File: src/rtl/grf_pkg.sv
// Shared definitions for the general register file.
// Holds the default configuration, the derived register count and pending
// limit for that configuration, and pop_match(), which counts how many
// enabled write ports target a given register.
// No ports.
package grf_pkg;

  localparam int DEF_DW      = 32;
  localparam int DEF_AW      = 5;
  localparam int DEF_NUM_RD  = 2;
  localparam int DEF_NUM_WR  = 2;
  localparam int DEF_CNT_W   = 2;
  localparam int DEF_ZERO_R0 = 1;

  localparam int NREG     = 2 ** DEF_AW;
  localparam int PEND_MAX = 2 ** DEF_CNT_W - 1;

  // pop_match works on vectors padded to these limits so one function
  // serves every legal configuration (up to 8 ports, 8 address bits).
  localparam int MAX_PORTS = 8;
  localparam int MAX_AW    = 8;
  localparam int MAX_VEC   = MAX_PORTS * MAX_AW;

  function automatic int pop_match(input logic [MAX_VEC-1:0]   addr_vec,
                                   input logic [MAX_PORTS-1:0] en_vec,
                                   input logic [MAX_AW-1:0]    addr,
                                   input int                   n_ports,
                                   input int                   aw);
    int n;
    logic [MAX_VEC-1:0] mask;
    logic [MAX_VEC-1:0] field;
    n    = 0;
    mask = (MAX_VEC'(1) << aw) - MAX_VEC'(1);
    for (int k = 0; k < MAX_PORTS; k++) begin
      field = (addr_vec >> (k * aw)) & mask;
      if (k < n_ports && en_vec[k] && field == MAX_VEC'(addr)) n++;
    end
    return n;
  endfunction

endpackage

File: src/rtl/grf_if.sv
// Bus bundle between the register file and the D/W pipeline stages.
// master: pipeline side (drives addresses, write data, issue requests).
// slave : register file side (returns read data, busy flags, full and error).
interface grf_if
  import grf_pkg::*;
#(
  parameter int DW     = DEF_DW,
  parameter int AW     = DEF_AW,
  parameter int NUM_RD = DEF_NUM_RD,
  parameter int NUM_WR = DEF_NUM_WR
);

  logic [NUM_RD*AW-1:0] rd_addr;
  logic [NUM_RD*DW-1:0] rd_data;
  logic [NUM_RD-1:0]    rd_busy;
  logic [NUM_WR-1:0]    wr_en;
  logic [NUM_WR*AW-1:0] wr_addr;
  logic [NUM_WR*DW-1:0] wr_data;
  logic                 iss_en;
  logic [AW-1:0]        iss_addr;
  logic                 iss_full;
  logic                 sb_err;

  modport master (
    output rd_addr, wr_en, wr_addr, wr_data, iss_en, iss_addr,
    input  rd_data, rd_busy, iss_full, sb_err
  );

  modport slave (
    input  rd_addr, wr_en, wr_addr, wr_data, iss_en, iss_addr,
    output rd_data, rd_busy, iss_full, sb_err
  );

endinterface

File: src/rtl/grf_sb_cell.sv
// Pending-write counter for one register.
// Ports:
//   clk, reset : clock and asynchronous active-high reset
//   inc        : an accepted issue targets this register this cycle
//   hits       : number of effective write ports retiring this register
//   pend       : outstanding write count
//   over       : more retirements than outstanding writes this cycle
module grf_sb_cell #(
  parameter int CNT_W = 2,
  parameter int HIT_W = 2
) (
  input  logic             clk,
  input  logic             reset,
  input  logic             inc,
  input  logic [HIT_W-1:0] hits,
  output logic [CNT_W-1:0] pend,
  output logic             over
);

  logic [CNT_W:0]   sum;
  logic [CNT_W-1:0] pend_next;

  // Net change of issue and retire in one cycle; the count floors at 0.
  // sum cannot exceed the maximum because the issue is gated by iss_full.
  always_comb begin
    sum       = {1'b0, pend} + {{CNT_W{1'b0}}, inc};
    pend_next = '0;
    over      = 1'b0;
    if (int'(hits) > int'(sum)) over = 1'b1;
    if (int'(hits) < int'(sum)) pend_next = CNT_W'(int'(sum) - int'(hits));
  end

  // Counter register.
  always_ff @(posedge clk or posedge reset) begin
    if (reset) pend <= '0;
    else       pend <= pend_next;
  end

endmodule

File: src/rtl/grf_multiport.sv
// Multi-port general register file with write-through bypass and a
// per-register pending-write scoreboard.
// Ports:
//   clk, reset : clock and asynchronous active-high reset
//   bus        : grf_if slave -- read ports (rd_addr/rd_data/rd_busy),
//                write ports (wr_en/wr_addr/wr_data), issue (iss_en/iss_addr),
//                iss_full and the sticky sb_err flag.
module grf_multiport
  import grf_pkg::*;
#(
  parameter int DW      = DEF_DW,
  parameter int AW      = DEF_AW,
  parameter int NUM_RD  = DEF_NUM_RD,
  parameter int NUM_WR  = DEF_NUM_WR,
  parameter int CNT_W   = DEF_CNT_W,
  parameter int ZERO_R0 = DEF_ZERO_R0
) (
  input logic  clk,
  input logic  reset,
  grf_if.slave bus
);

  localparam int depth    = 2 ** AW;
  localparam int pend_max = 2 ** CNT_W - 1;
  localparam int hit_w    = $clog2(NUM_WR + 1);

  logic [NUM_WR-1:0]    ef;
  logic [DW-1:0]        regs [depth];
  logic [CNT_W-1:0]     pend [depth];
  logic [hit_w-1:0]     hits [depth];
  logic [depth-1:0]     inc;
  logic [depth-1:0]     over;
  logic                 full_raw;
  logic                 sb_err_q;
  logic [NUM_RD*DW-1:0] rd_data_c;
  logic [NUM_RD-1:0]    rd_busy_c;
  logic [AW-1:0]        rd_a;
  logic [DW-1:0]        rd_d;

  // Writes to r0 are not effective when r0 is hardwired, so they neither
  // bypass, store, nor retire anything.
  always_comb begin
    ef = '0;
    for (int k = 0; k < NUM_WR; k++)
      ef[k] = bus.wr_en[k] && !(ZERO_R0 != 0 && bus.wr_addr[k*AW +: AW] == '0);
  end

  assign full_raw = (pend[bus.iss_addr] == CNT_W'(pend_max));

  for (genvar r = 0; r < depth; r++) begin : g_sb
    assign hits[r] = hit_w'(pop_match(MAX_VEC'(bus.wr_addr), MAX_PORTS'(ef),
                                      MAX_AW'(r), NUM_WR, AW));
    assign inc[r]  = bus.iss_en && (bus.iss_addr == AW'(r)) && !full_raw &&
                     !(ZERO_R0 != 0 && r == 0);

    grf_sb_cell #(
      .CNT_W(CNT_W),
      .HIT_W(hit_w)
    ) u_cell (
      .clk  (clk),
      .reset(reset),
      .inc  (inc[r]),
      .hits (hits[r]),
      .pend (pend[r]),
      .over (over[r])
    );
  end

  // Data array; ports are applied in ascending order so the highest index
  // wins when several target the same register.
  always_ff @(posedge clk or posedge reset) begin
    if (reset) begin
      for (int r = 0; r < depth; r++) regs[r] <= '0;
    end else begin
      for (int k = 0; k < NUM_WR; k++)
        if (ef[k]) regs[bus.wr_addr[k*AW +: AW]] <= bus.wr_data[k*DW +: DW];
    end
  end

  // Read ports: bypass from the highest matching write port, hardwired r0
  // overrides everything. Busy excludes writes retiring this cycle and
  // ignores the same-cycle issue, which belongs to a younger instruction.
  always_comb begin
    rd_data_c = '0;
    rd_busy_c = '0;
    rd_a      = '0;
    rd_d      = '0;
    for (int i = 0; i < NUM_RD; i++) begin
      rd_a = bus.rd_addr[i*AW +: AW];
      rd_d = regs[rd_a];
      if (!reset) begin
        for (int k = 0; k < NUM_WR; k++)
          if (ef[k] && bus.wr_addr[k*AW +: AW] == rd_a) rd_d = bus.wr_data[k*DW +: DW];
      end
      if (ZERO_R0 != 0 && rd_a == '0) rd_d = '0;
      rd_data_c[i*DW +: DW] = rd_d;
      rd_busy_c[i] = !reset && (int'(pend[rd_a]) > int'(hits[rd_a]));
    end
  end

  // Sticky scoreboard error: a retirement found nothing outstanding.
  always_ff @(posedge clk or posedge reset) begin
    if (reset)      sb_err_q <= 1'b0;
    else if (|over) sb_err_q <= 1'b1;
  end

  assign bus.rd_data  = rd_data_c;
  assign bus.rd_busy  = rd_busy_c;
  assign bus.iss_full = !reset && full_raw;
  assign bus.sb_err   = sb_err_q;

endmodule
File: src/flat_wrapper.sv
// flat-port wrapper written by rule: the top's interface ports become plain ports
module grf_multiport_flat import grf_pkg::*;
#(
  parameter int DW      = DEF_DW,
  parameter int AW      = DEF_AW,
  parameter int NUM_RD  = DEF_NUM_RD,
  parameter int NUM_WR  = DEF_NUM_WR,
  parameter int CNT_W   = DEF_CNT_W,
  parameter int ZERO_R0 = DEF_ZERO_R0
)
  (clk, reset, bus_rd_addr, bus_wr_en, bus_wr_addr, bus_wr_data, bus_iss_en, bus_iss_addr, bus_rd_data, bus_rd_busy, bus_iss_full, bus_sb_err);
  grf_if #(.DW(DW), .AW(AW), .NUM_RD(NUM_RD), .NUM_WR(NUM_WR)) bus_i ();
  input logic clk;
  input logic reset;
  input wire logic [$bits(bus_i.rd_addr)-1:0] bus_rd_addr;
  input wire logic [$bits(bus_i.wr_en)-1:0] bus_wr_en;
  input wire logic [$bits(bus_i.wr_addr)-1:0] bus_wr_addr;
  input wire logic [$bits(bus_i.wr_data)-1:0] bus_wr_data;
  input wire logic [$bits(bus_i.iss_en)-1:0] bus_iss_en;
  input wire logic [$bits(bus_i.iss_addr)-1:0] bus_iss_addr;
  output wire logic [$bits(bus_i.rd_data)-1:0] bus_rd_data;
  output wire logic [$bits(bus_i.rd_busy)-1:0] bus_rd_busy;
  output wire logic [$bits(bus_i.iss_full)-1:0] bus_iss_full;
  output wire logic [$bits(bus_i.sb_err)-1:0] bus_sb_err;
  assign bus_i.rd_addr = bus_rd_addr;
  assign bus_i.wr_en = bus_wr_en;
  assign bus_i.wr_addr = bus_wr_addr;
  assign bus_i.wr_data = bus_wr_data;
  assign bus_i.iss_en = bus_iss_en;
  assign bus_i.iss_addr = bus_iss_addr;
  assign bus_rd_data = bus_i.rd_data;
  assign bus_rd_busy = bus_i.rd_busy;
  assign bus_iss_full = bus_i.iss_full;
  assign bus_sb_err = bus_i.sb_err;
  grf_multiport #(.DW(DW), .AW(AW), .NUM_RD(NUM_RD), .NUM_WR(NUM_WR), .CNT_W(CNT_W), .ZERO_R0(ZERO_R0)) u_core (.clk(clk), .reset(reset), .bus(bus_i));
endmodule
File: config.mk
export PLATFORM = sky130hd
export DESIGN_NAME = grf_multiport_flat
export DESIGN_NICKNAME = d
export VERILOG_FILES = /design/src/rtl/grf_pkg.sv /design/src/rtl/grf_if.sv /design/src/rtl/grf_sb_cell.sv /design/src/rtl/grf_multiport.sv /design/src/flat_wrapper.sv
export SDC_FILE = /design/constraint.sdc
export NUM_CORES = 2
export LEC_CHECK = 0
export CORE_UTILIZATION = 45
export CTS_CLUSTER_SIZE = 30
export DETAILED_ROUTE_END_ITERATION = 10
export PLACE_DENSITY = 0.58
export REMOVE_ABC_BUFFERS = 1
export SLEW_MARGIN = 15
export SYNTH_ARGS = -nofsm -noshare
export SYNTH_HDL_FRONTEND = slang
export SYNTH_SLANG_ARGS = --single-unit
File: constraint.sdc
create_clock -name clk -period 60.3 [get_ports clk]
set_input_delay 12.06 -clock clk [delete_from_list [all_inputs] [get_ports clk]]
set_output_delay 12.06 -clock clk [all_outputs]
set_load 0.01 [all_outputs]
== Word-level counts from Yosys, hierarchy flattened ==
Cells that the tools add are included.

* $add $sub $neg: 95
* Magnitude comparators: 73
* Eq/ne operators: 98
* Muxes and demuxes: 165
* Bitwise gates (word level): 5
* Reduce and logical (&&, ||, !) cells: 148

{| class="wikitable"
|+ Operators by type and width
! operator !! number
|-
| bitwise mux 1024 bit || 2
|-
| two-way mux 1024 bit || 2
|-
| two-way mux 32 bit || 14
|-
| binary-select mux 32 bit (select 5 bit) || 2
|-
| demux 32 bit (select 5 bit) || 2
|-
| equality test 5 bit, second input constant || 48
|-
| two-way mux 2 bit || 74
|-
| logical AND 1 bit || 137
|-
| zero test 64 bit || 2
|-
| equality test 5 x 4 -> 1 bit, second input constant || 24
|-
| adder 2 x 1 -> 3 bit || 31
|-
| greater-than comparator 2 x 3 -> 1 bit || 31
|-
| less-than comparator 2 x 3 -> 1 bit || 31
|-
| adder 1 x 1 -> 2 bit, second input constant || 32
|-
| two-way mux 1 bit || 64
|-
| subtractor 2 bit || 32
|-
| equality test 5 x 3 -> 1 bit, second input constant || 12
|-
| binary-select mux 2 bit (select 5 bit) || 5
|-
| OR reduction 32 bit || 1
|-
| equality test 5 x 2 -> 1 bit, second input constant || 6
|-
| greater-or-equal comparator 6 bit, second input constant || 5
|-
| NOT 5 -> 6 bit || 5
|-
| equality test 5 bit || 4
|-
| zero test 5 bit || 4
|-
| other kinds (6) || 14
|}

* Flip-flop bits (word level): 1089
* Bits of input ports: 94
* Output and inout bits: 68

== Longest topological paths before layout ==
* Depth after elaboration: 12
* Mapped depth: 18
* Gate-level depth less buffers: 16

== Modules after synthesis ==
From an unflattened synthesis, not the netlist that was laid out.

* Cells, all modules: 6806
* Area total of the unflattened synthesis: 72226.8 um^2

{| class="wikitable"
|+ Modules (own cells, without submodules)
! module !! instances !! cells an instance !! area an instance (um^2) !! sequential area each (um^2)
|-
| grf_multiport || 1 || 6166 || 66541.3 || 25649.6
|-
| grf_sb_cell || 32 || 20 || 177.7 || 50.0
|}

== Least setup slack after synthesis ==
Ideal clock, no wire load.

* Path type: input to output
* From: input port reset
* To: output port bus_rd_data[63]
* Arrival: 38.749 ns
* Required time: 48.240 ns
* Path slack: 9.491 ns
* Stages on the path: 3
* Path buffers: 0
* Path through: inv_1 > o31ai_1 > o22ai_1

* Longest elaborated chain between the ends: 2

{| class="wikitable"
|+ RTL lines
! what !! line !! text
|-
| start: declaration || flat_wrapper.sv:14 || <nowiki>input logic reset;</nowiki>
|-
| two-way mux 32 bit || grf_multiport.sv:91 || <nowiki>if (!reset) begin</nowiki>
|-
| two-way mux 32 bit || grf_multiport.sv:95 || <nowiki>if (ZERO_R0 != 0 && rd_a == '0) rd_d = '0;</nowiki>
|-
| end: declaration || flat_wrapper.sv:21 || <nowiki>output wire logic [$bits(bus_i.rd_data)-1:0] bus_rd_data;</nowiki>
|}

Every way passes these cells.

== Worst setup path after layout ==
* From: input port bus_wr_addr[0]
* To: output port bus_rd_busy[1]

* Longest elaborated chain between the ends: 12
* Elaborated cells on any way between the ends: 168
* Those cells by class: add/sub (32); order compare (1); eq/ne (31); mux (67); reduce/logical (37)

{| class="wikitable"
|+ RTL lines
! what !! line !! text
|-
| start: declaration || flat_wrapper.sv:17 || <nowiki>input wire logic [$bits(bus_i.wr_addr)-1:0] bus_wr_addr;</nowiki>
|-
| parallel branches: the longest is 7 deep, another holds adder 1 x 1 -> 2 bit || -- ||
|-
| binary-select mux 2 bit (select 5 bit) (*) || grf_multiport.sv:97 || <nowiki>rd_busy_c[i] = !reset && (int'(pend[rd_a]) > int'(hits[rd_a]));</nowiki>
|-
| two-way mux 2 bit (not written as such) (*) (2 in series) || grf_multiport.sv:97 ||
|-
| greater-than comparator 2 bit (*) || grf_multiport.sv:97 ||
|-
| logical AND 1 bit (*) || grf_multiport.sv:97 ||
|-
| end: declaration || flat_wrapper.sv:22 || <nowiki>output wire logic [$bits(bus_i.rd_busy)-1:0] bus_rd_busy;</nowiki>
|}

Every way passes the cells marked *. The select of a mux whose other input is x is not followed.

==> results by group <==
Setup path
  • CP Class: in -> out
  • Worst endpoint required time: 48.24 ns
  • Flop-to-flop setup slack: 55.59 ns
  • Setup crit start kind: input pin
  • Delay of the slowest critical-path stage: 0.96 ns
  • CP arrival: 17.88 ns
  • CP top delay family: simple AND/OR/NAND/NOR gates
  • Critical path fanouts, max: 62
  • Slowest cell on the critical path: nor2_1
  • CP endpoint kind: primary output
  • Buffers & Inverters on Critical Path: 4
  • CP cell instances: clkdlybuf4s50_1 > nor2_1 > nand2_4 > inv_1 > ha_1 > mux4_2 > mux4_2 > mux2_2 > ha_1 > inv_1 > a21oi_1 > a211oi_1 > clkdlybuf4s50_1

Die
  • CORE AREA: 157000 um2
  • DIE WIDTH: 401 um
  • Die Ht: 401 um
  • I/O Pins: 162
  • Num rows: 145
  • Die Footprint: 161000 um2
  • Initial core utilization: 0.455

Power and ir drop
  • Peak VDD IR: 0.0316 mV
  • Clock power frac: 0.332
  • Comb power frac: 0.245
  • Net Sw Frac: 0.313
  • Net Sw Power: 0.000782 W
  • Int Pwr: 0.00172 W
  • Pleak: 33.7 nW
  • Reg power frac: 0.422
  • PwrDens: 31.9 nW/um2

Logic synthesis
  • Yosys reg bits: 1089
  • EDFF count, synth: 0
  • YS warnings: 0
  • Cells after Synth: 7375
  • Mapped cell area: 71600 um2
  • Synth Flop Type: dfrtp_1
  • Syn avg cell area: 9.70 um2
  • Register area share after synthesis: 0.381
  • FFs w/ async S/R, synth: 1.00
  • Netlist cell types: 50

Placement
  • Port Buffer Count: 161
  • DP HPWL: 161000 um
  • GPL Wtd Cong: 0.922

Finish
  • Area grow syn2layout: 9.51%
  • Area occupied by multi-input gates: 40300 um2
  • Most common cell after layout, fill and taps aside: dfrtp_1
  • Storage element area: 27300 um2
  • Final core occ: 0.499
  • Nets: 7290
  • Fill cell count: 14200
  • Layout cell share with drive strength beyond 1: 0.154
  • Most frequent cells in the layout: dfrtp_1 (1089), nand2_1 (1058), o21ai_0 (751)

Drt
  • Antenna-violating nets left: 0
  • DRC: 0
  • Vias/cell: 6.59
  • DR pass1 iterations: 7
  • Final WL: 275000 um
  • DR iter-0 viols: 7953
  • Via Count: 60400
  • Average wire per standard cell: 30.0 um

Clock network
  • Max Root-Sink Buffers: 3
  • CTS buffer count: 135
  • Post-CTS Hold Buffers: 0
  • Clk root buf: clkbuf_16
  • Post_cts resized: 0
  • Number of setup buffers added after CTS: 0
  • Clk sinks: 1089
  • Worst-Skew Late Latency: 0.79 ns
  • TritonCTS clock tree: built
  • H-tree levels: 4
  • Worst-path clk slew: 0.06 ns

STA
  • FMAX: 0.0334 GHz
  • Slew margin rel.: 0.159
  • Worst-Margin Slew: 1.26 ns
  • Clk_skew: 0.0217 ns
  • Setup_tns: 0 ns
  • Unrepaired setup endpoints after global routing: no
  • Endpoints failing setup: 0
  • Final worst path period share: 0.496
  • Pins Over Slew Limit: 0
  • Clock period minus worst slack: 29.94 ns
  • Final Hold Fails: 0

GRT
  • Largest net degree at the start of global routing: 140
  • Final global-route overflow total: 0
  • Number of global-route vias before repair: 58400
  • Gr usage total: 0.338
  • Initial antenna violation count: 19
  • First-pass GRT wire length: 402000 um

Hold path
  • HP Class: reg -> reg

Run
  • Max_cap viols: 0

Status
  • Outcome: complete, no violations
[power by group through the flow]
stage | Sequential, W | Clock (W) | Combinational, W
3_3_place_gp | 0.00105 | 0 | 0.000592
4_1_cts | 0.00105 | 0.000837 | 0.000609
2_1_floorplan | 0.00101 | 0 | 0.000423
5_1_grt | 0.00107 | 0.000864 | 0.000665
6_report | 0.00105 | 0.000830 | 0.000613
3_5_place_dp | 0.00106 | 0 | 0.000607
[final timing paths]
path                                                 from                             end  cells after the start
max in group asynchronous                           reset                u_core.regs[272]                      7
setup / recovery                           bus_wr_addr[0]                  bus_rd_busy[1]                     13
setup reg to reg           u_core.g_sb[12].u_cell.pend[1]               u_core.bus.sb_err                     16
hold / removal                          u_core.regs[1000]               u_core.regs[1000]                      0
hold reg to reg                         u_core.regs[1000]               u_core.regs[1000]                      0
min in group asynchronous                           reset  u_core.g_sb[30].u_cell.pend[1]                      2
[logic make-up after synthesis]
family	count (synthesis)	share of synthesized area
compound gates	1920	0.146
xor+xnor	20	0.00245
fa+ha+maj	194	0.0340
buf+inv	1055	0.0623
flops	1089	0.381
mux	1116	0.263
other cells	1	0.0000524
simple gates	1980	0.112
[through the flow]
stage,setup slack [ns],cell area (um2),hold WS (ns),power [W],cells
2_1_floorplan,-0.289,67900,0.365,0.00143,6522
3_3_place_gp,30.34,73900,0.376,0.00164,8923
3_5_place_dp,30.28,73900,0.383,0.00166,8923
4_1_cts,30.25,78300,0.395,0.00249,9158
5_1_grt,30.30,78400,0.407,0.00260,9158
6_report,30.36,78400,0.394,0.00250,9160
[cell type report]
class                           instances  area share
Multi-Input combinational cell       5232       0.515
Sequential cell                      1089       0.348
Clock buffer                          190      0.0498
Timing Repair Buffer                  343      0.0384
Tap cell                             2058      0.0329
Inverter                              201     0.00972
Clock inverter                         45     0.00644
Antenna cell                            2   0.0000639
[cell usage after synthesis (4+ instances only)]
cell type | count | area, um2
a21oi_1 | 573 | 2870
a221oi_1 | 5 | 43.8
a22o_1 | 9 | 78.8
a22oi_1 | 73 | 548
a31oi_1 | 109 | 682
buf_1 | 57 | 214
buf_2 | 154 | 771
buf_4 | 58 | 435
buf_6 | 11 | 124
clkbuf_1 | 572 | 2150
dfrtp_1 | 1089 | 27300
ha_1 | 193 | 2410
inv_1 | 197 | 739
mux2_2 | 4 | 45.0
mux2i_1 | 504 | 5040
mux4_2 | 608 | 13700
nand2_1 | 1089 | 4090
nand2b_1 | 36 | 225
nand3_1 | 10 | 50.1
nand3b_1 | 12 | 90.1
nand4_1 | 11 | 68.8
nor2_1 | 712 | 2670
nor2b_1 | 15 | 93.8
o21ai_0 | 751 | 3760
o21ai_1 | 43 | 215
o22ai_1 | 351 | 2200
or3b_2 | 4 | 35.0
or4_1 | 67 | 503
xnor2_1 | 12 | 105
xor2_1 | 8 | 70.1
[layer usage]
| metal | part of all wire | up-vias | GRT usage |
|---|---|---|---|
| met4 | 0.045 | 10 | 0.149 |
| met2 | 0.45 | 3561 | 0.521 |
| met3 | 0.11 | 746 | 0.0817 |
| met1 | 0.39 | 30300 | 0.453 |
| met5 | 0.00017 | - | 0 |
| li1 | - | 25800 | - |
[flip-flops by register name, summed over array words and instances (netlist names)]
signal and flops:
u_core.regs 1024, u_core.bus.sb_err 1, u_core.g_sb.u_cell.pend 64
(Power assumes the default switching activity.)
